File: src/rtl/uart_tx_pkg.sv
// Shared types and constants for the UART TX line feeder.
package uart_tx_pkg;

    typedef enum logic [2:0] {
        ST_IDLE = 3'd0,
        ST_WAIT = 3'd1,
        ST_DATA = 3'd2,
        ST_CR   = 3'd3,
        ST_LF   = 3'd4
    } t_uarttxline_state;

    localparam logic [7:0] c_ascii_cr = 8'h0D;
    localparam logic [7:0] c_ascii_lf = 8'h0A;

endpackage

File: src/rtl/uart_tx_line_sender_if.sv
// Line request handshake plus transmitter write port of the line feeder.
interface uart_tx_line_sender_if #(
    parameter int unsigned L = 35
);
    logic [8*L-1:0] i_dat_ascii_line;
    logic           i_line_valid;
    logic           o_line_ready;
    logic           o_line_sent;
    logic [7:0]     o_tx_data;
    logic           o_tx_valid;
    logic           i_tx_ready;

    // Feeder side.
    modport slave (
        input  i_dat_ascii_line,
        input  i_line_valid,
        input  i_tx_ready,
        output o_line_ready,
        output o_line_sent,
        output o_tx_data,
        output o_tx_valid
    );

    // Line producer / transmitter side.
    modport master (
        output i_dat_ascii_line,
        output i_line_valid,
        output i_tx_ready,
        input  o_line_ready,
        input  o_line_sent,
        input  o_tx_data,
        input  o_tx_valid
    );
endinterface

File: src/rtl/uart_tx_line_sender.sv
// Streams one fixed-length ASCII line plus CR LF into the UART TX write port.
module uart_tx_line_sender
    import uart_tx_pkg::*;
#(
    parameter int unsigned parm_ascii_line_length = 35
) (
    input  logic                  i_clk_40mhz,
    input  logic                  i_rst_40mhz,
    uart_tx_line_sender_if.slave  bus
);

    localparam int unsigned L  = parm_ascii_line_length;
    localparam int unsigned LW = 8 * L;
    localparam int unsigned CW = $clog2(L + 1);

    t_uarttxline_state state_q, state_d;
    logic [LW-1:0]     shift_q, shift_d;
    logic [CW-1:0]     cnt_q, cnt_d;

    logic       tx_valid_q, tx_valid_d;
    logic [7:0] tx_data_q, tx_data_d;
    logic       line_sent_q, line_sent_d;
    logic       line_ready_q, line_ready_d;

    // State, captured line and byte counter.
    always_ff @(posedge i_clk_40mhz) begin
        if (i_rst_40mhz) begin
            state_q <= ST_IDLE;
            shift_q <= '0;
            cnt_q   <= '0;
        end else begin
            state_q <= state_d;
            shift_q <= shift_d;
            cnt_q   <= cnt_d;
        end
    end

    // Next-state and Moore output decode; outputs lag the state by one register.
    always_comb begin
        state_d    = state_q;
        shift_d    = shift_q;
        cnt_d      = cnt_q;
        tx_valid_d = 1'b0;
        tx_data_d  = tx_data_q;

        case (state_q)
            ST_IDLE: begin
                if (bus.i_line_valid && line_ready_q) begin
                    state_d = ST_WAIT;
                    shift_d = bus.i_dat_ascii_line;
                end
            end
            ST_WAIT: begin
                // Room for a whole line is checked once; later drops are ignored.
                if (bus.i_tx_ready) begin
                    state_d = ST_DATA;
                    cnt_d   = '0;
                end
            end
            ST_DATA: begin
                tx_valid_d = 1'b1;
                tx_data_d  = shift_q[LW-1 -: 8];
                shift_d    = shift_q << 8;
                cnt_d      = cnt_q + CW'(1);
                if (cnt_q == CW'(L - 1)) begin
                    state_d = ST_CR;
                end
            end
            ST_CR: begin
                tx_valid_d = 1'b1;
                tx_data_d  = c_ascii_cr;
                state_d    = ST_LF;
            end
            ST_LF: begin
                tx_valid_d = 1'b1;
                tx_data_d  = c_ascii_lf;
                state_d    = ST_IDLE;
            end
            default: begin
                state_d = ST_IDLE;
            end
        endcase

        // Ready is shown only for an idle state that is not being left this cycle.
        line_ready_d = (state_q == ST_IDLE) && (state_d == ST_IDLE);
        // The LF write is the only valid byte that can precede an idle state.
        line_sent_d  = (state_q == ST_IDLE) && tx_valid_q;
    end

    // Output registers.
    always_ff @(posedge i_clk_40mhz) begin
        if (i_rst_40mhz) begin
            tx_valid_q   <= 1'b0;
            tx_data_q    <= 8'h00;
            line_sent_q  <= 1'b0;
            line_ready_q <= 1'b0;
        end else begin
            tx_valid_q   <= tx_valid_d;
            tx_data_q    <= tx_data_d;
            line_sent_q  <= line_sent_d;
            line_ready_q <= line_ready_d;
        end
    end

    assign bus.o_tx_valid   = tx_valid_q;
    assign bus.o_tx_data    = tx_data_q;
    assign bus.o_line_sent  = line_sent_q;
    assign bus.o_line_ready = line_ready_q;

endmodule

File: src/flat_wrapper.sv
// flat-port wrapper written by rule: the top's interface ports become plain ports
module uart_tx_line_sender_flat import uart_tx_pkg::*;
#(
    parameter int unsigned parm_ascii_line_length = 35
)
  (i_clk_40mhz, i_rst_40mhz, bus_i_dat_ascii_line, bus_i_line_valid, bus_i_tx_ready, bus_o_line_ready, bus_o_line_sent, bus_o_tx_data, bus_o_tx_valid);
  uart_tx_line_sender_if #(.L((35))) bus_i ();
  input  logic i_clk_40mhz;
  input  logic i_rst_40mhz;
  input wire logic [$bits(bus_i.i_dat_ascii_line)-1:0] bus_i_dat_ascii_line;
  input wire logic [$bits(bus_i.i_line_valid)-1:0] bus_i_line_valid;
  input wire logic [$bits(bus_i.i_tx_ready)-1:0] bus_i_tx_ready;
  output wire logic [$bits(bus_i.o_line_ready)-1:0] bus_o_line_ready;
  output wire logic [$bits(bus_i.o_line_sent)-1:0] bus_o_line_sent;
  output wire logic [$bits(bus_i.o_tx_data)-1:0] bus_o_tx_data;
  output wire logic [$bits(bus_i.o_tx_valid)-1:0] bus_o_tx_valid;
  assign bus_i.i_dat_ascii_line = bus_i_dat_ascii_line;
  assign bus_i.i_line_valid = bus_i_line_valid;
  assign bus_i.i_tx_ready = bus_i_tx_ready;
  assign bus_o_line_ready = bus_i.o_line_ready;
  assign bus_o_line_sent = bus_i.o_line_sent;
  assign bus_o_tx_data = bus_i.o_tx_data;
  assign bus_o_tx_valid = bus_i.o_tx_valid;
  uart_tx_line_sender #(.parm_ascii_line_length(parm_ascii_line_length)) u_core (.i_clk_40mhz(i_clk_40mhz), .i_rst_40mhz(i_rst_40mhz), .bus(bus_i));
endmodule
File: config.mk
export PLATFORM = sky130hd
export DESIGN_NAME = uart_tx_line_sender_flat
export DESIGN_NICKNAME = d
export VERILOG_FILES = /design/src/rtl/uart_tx_pkg.sv /design/src/rtl/uart_tx_line_sender_if.sv /design/src/rtl/uart_tx_line_sender.sv /design/src/flat_wrapper.sv
export SDC_FILE = /design/constraint.sdc
export NUM_CORES = 1
export LEC_CHECK = 0
export CAP_MARGIN = 20
export CORE_UTILIZATION = 30
export DETAILED_ROUTE_END_ITERATION = 8
export PLACE_DENSITY = 0.53
export SLEW_MARGIN = 20
export SYNTH_ARGS = -nofsm -noshare
export SYNTH_HDL_FRONTEND = slang
export SYNTH_SLANG_ARGS = --single-unit
File: constraint.sdc
create_clock -name i_clk_40mhz -period 1.96 [get_ports i_clk_40mhz]
set_input_delay 0.588 -clock i_clk_40mhz [delete_from_list [all_inputs] [get_ports i_clk_40mhz]]
set_output_delay 0.588 -clock i_clk_40mhz [all_outputs]
set_load 0.05 [all_outputs]
==> results.sh, run 1 <==
export IMPL_drc=0
export IMPL_vdd_ir_drop_worst_uv=565
export IMPL_startpoint="u_core.bus.o_line_ready"
export IMPL_dieArea_sq_um=47300
export IMPL_port_buffers=294
export IMPL_skew_ns=0.0128
export IMPL_grt_max_degree=108
export IMPL_fin_crit_sh_pct=92.3
export IMPL_final_layout_size_suffix_gt1_share_pct=13.6
export IMPL_grt_usage_pct=17.2
export IMPL_viasPerCell=5.14
export IMPL_grt_pass1_vias=11600
export IMPL_finalHoldViolations=0
export IMPL_area_growth_syn_to_layout_pct=35.2
export IMPL_critPathLaunchType="register"
export IMPL_synthTopCellsByArea="dfxtp_1 (43%), mux2i_1 (20%), a211oi_1 (10%)"
export IMPL_synth_most_common_cell="dfxtp_1"
export IMPL_synth_area_per_cell_sq_um=10.1
export IMPL_core_area_sq_um=45600
export IMPL_async_flop_share_pct=0
export IMPL_reg2reg_from="u_core.state_q[2]"
export IMPL_first_pass_iters=5
export IMPL_fill_cells=4438
export IMPL_synthFlopType="dfxtp_1"
export IMPL_maxCapViolCount=0
export IMPL_num_vias=11500
export IMPL_ys_types=43
export IMPL_p_int_uw=12100
export IMPL_clock_latency_ns=0.53
export IMPL_grt_pass1_wl_mm=65.3
export IMPL_antenna_found_initial=0
export IMPL_cts_inserted_buffers=36
export IMPL_seq_power_share_pct=42.7
export IMPL_clkPwrFrac_pct=37.8
export IMPL_synthCells=1381
export IMPL_power_switching_uw=4500
export IMPL_grt_ovfl_total=0
export IMPL_die_width_um=218
export IMPL_clock_root_buffer="clkbuf_16"
export IMPL_worst_pin_slew_ns=0.909
export IMPL_cp_max_fo=5
export IMPL_power_leakage_uw=0.00595
export IMPL_status="finished clean"
export IMPL_finalNonFillerCells=2243
export IMPL_routedWlPerCell_um=18.6
export IMPL_die_height_um=218
export IMPL_cp_top_family="flip-flops"
export IMPL_tns_ns=0
export IMPL_crit_path_max_incr_delay_ns=0.44
export IMPL_crit_type="register to primary output"
export IMPL_post_synth_top_area_fraction_pct=43.1
export IMPL_powerDensity_nw_per_um2=880
export IMPL_cts_tree="yes"
export IMPL_cts_hold_buf=0
export IMPL_critPathBufInv=1
export IMPL_ys_ff_latch=300
export IMPL_io_pins=295
export IMPL_worst_setup_path_end_kind="primary output"
export IMPL_gp_congestion=0.762
export IMPL_setup_viol=0
export IMPL_drt_iter0_drc=721
export IMPL_required_ns=1.37
export IMPL_cts_sinks=300
export IMPL_cts_path_max_buffers=3
export IMPL_placed_cells=2185
export IMPL_ys_seq_area_share_pct=43.1
export IMPL_hpwl_mm=28.2
export IMPL_fmax_mhz=553
export IMPL_synth_common_cells="dfxtp_1 (300), a21oi_1 (290), mux2i_1 (272), a211oi_1 (194), a211oi_2 (80)"
export IMPL_htree_levels=2
export IMPL_crit_arrival_ns=1.22
export IMPL_n_antenna_cell=0
export IMPL_start_util_pct=30.6
export IMPL_ant_nets=0
export IMPL_syn_cell_area_sq_um=13900
export IMPL_synth_edf_count=0
export IMPL_hold_path_class="input port to register"
export IMPL_synth_largest_area_cell="dfxtp_1"
export IMPL_layout_min_cycle_time_ns=1.81
export IMPL_routed_wl_mm=41.7
export IMPL_layout_nets=1909
export IMPL_synth_nets=1667
export IMPL_holdCritStartpoint="i_rst_40mhz"
export IMPL_final_core_util_pct=41.3
export IMPL_clk_pin_slew_ns=0.06
export IMPL_power_frac_comb_pct=19.5
export IMPL_p_sw_share_pct=27.2
export IMPL_worstPathCellList="buf_4"
export IMPL_fp_row_count=78
export IMPL_rsz0062_at_grt="false"
export IMPL_drv_slew=0
export IMPL_cts_resized=0
export IMPL_ys_warnings_count=0
export IMPL_cts_setup_buffers=0
export IMPL_worst_path_max_delay_cell="dfxtp_1"
export IMPL_relSlewSlack_pct=39.2
-- metrics by stage --
stage / hold WS, ns / cell area (sq um) / setup WS (ns) / power [uW]
after floorplan: 0.436 / 13900 / 0.258 / 9100
after global placement: 0.465 / 17800 / -0.184 / 10400
after detailed placement: 0.470 / 17800 / -0.231 / 10500
after CTS: 0.267 / 18800 / 0.108 / 16800
after global routing: 0.289 / 18800 / 0.0648 / 17400
final: 0.305 / 18800 / 0.151 / 16600
-- sequential cells by signal (all words and copies together) (netlist names) --
signal and count:
u_core.bus.o_tx_valid 1, u_core.shift_q 280, u_core.bus.o_tx_data 8, u_core.bus.o_line_sent 1, u_core.state_q 3, u_core.cnt_q 6, u_core.bus.o_line_ready 1
-- cells by family after synthesis --
family / after synthesis / share of synthesized area (%)
simple gates: 47 / 1.89
compound gates: 594 / 29.4
buf+inv: 165 / 5.77
flops: 300 / 43.1
mux: 273 / 19.6
fa+ha+maj: 2 / 0.180
-- power by group through the flow --
stage               logic (uW)  registers [uW]  clock network, uW
floorplan                 1990            7110                  0
global placement          3220            7200                  0
detailed placement        3270            7200                  0
CTS                       3270            7080               6470
global route              3540            7150               6710
finish                    3240            7080               6260
-- cells in the final DEF (no fill, tap or decap), types with 2 or more instances in the layout --
| master | count |
|---|---|
| nand2_1 | 10 |
| clkbuf_16 | 37 |
| a211oi_2 | 80 |
| or2_2 | 2 |
| o21ai_0 | 15 |
| a211oi_1 | 194 |
| a21oi_1 | 290 |
| clkinv_2 | 5 |
| ha_1 | 2 |
| mux2i_1 | 272 |
| nand3_1 | 8 |
| clkdlybuf4s50_1 | 282 |
| clkbuf_8 | 7 |
| clkbuf_1 | 8 |
| a21boi_0 | 2 |
| buf_12 | 31 |
| nor3_1 | 5 |
| o211ai_1 | 4 |
| nand3b_1 | 5 |
| nor2_1 | 3 |
| dfxtp_1 | 299 |
| buf_4 | 51 |
| a31o_2 | 2 |
| inv_1 | 4 |
| nand2b_1 | 2 |
-- area by class of cell --
class	count	area (sq um)	share of cell area [%]
Timing Repair Buffer	365	3840	20.4
Inverter	4	15.0	0.0797
Sequential cell	300	6010	31.9
Multi-Input combinational cell	916	7140	37.9
Clock buffer	52	1050	5.58
Clock inverter	6	32.5	0.173
Tap cell	600	751	3.98
-- worst paths after layout --
path                        to  slack (ns)  cells past startpoint
max           bus_o_line_ready        0.15                      1
min reg2reg  u_core.shift_q[4]        0.48                      2
max reg2reg    u_core.cnt_q[4]        0.15                      3
min          u_core.state_q[1]        0.30                      2
-- layer usage --
metal	wire, um	global-route usage (%)	vias to the layer above
met5	0	0	-
met4	751	4.37	0
met3	2040	3.70	45
met2	18800	26.8	255
met1	20100	24.0	5498
li1	-	-	5737
(Power assumes the default switching activity.)
==> run 2, diff against run 1 <==
--- a/config.mk
+++ b/config.mk
@@ -5,6 +5,7 @@
 export SDC_FILE = /design/constraint.sdc
 export NUM_CORES = 1
 export LEC_CHECK = 0
+export ABC_CLOCK_PERIOD_IN_PS = 1960
 export CAP_MARGIN = 20
 export CORE_UTILIZATION = 30
 export DETAILED_ROUTE_END_ITERATION = 8
==> results of run 2 <==
The final DEF is identical to that of run 1; final timing and power are the same.
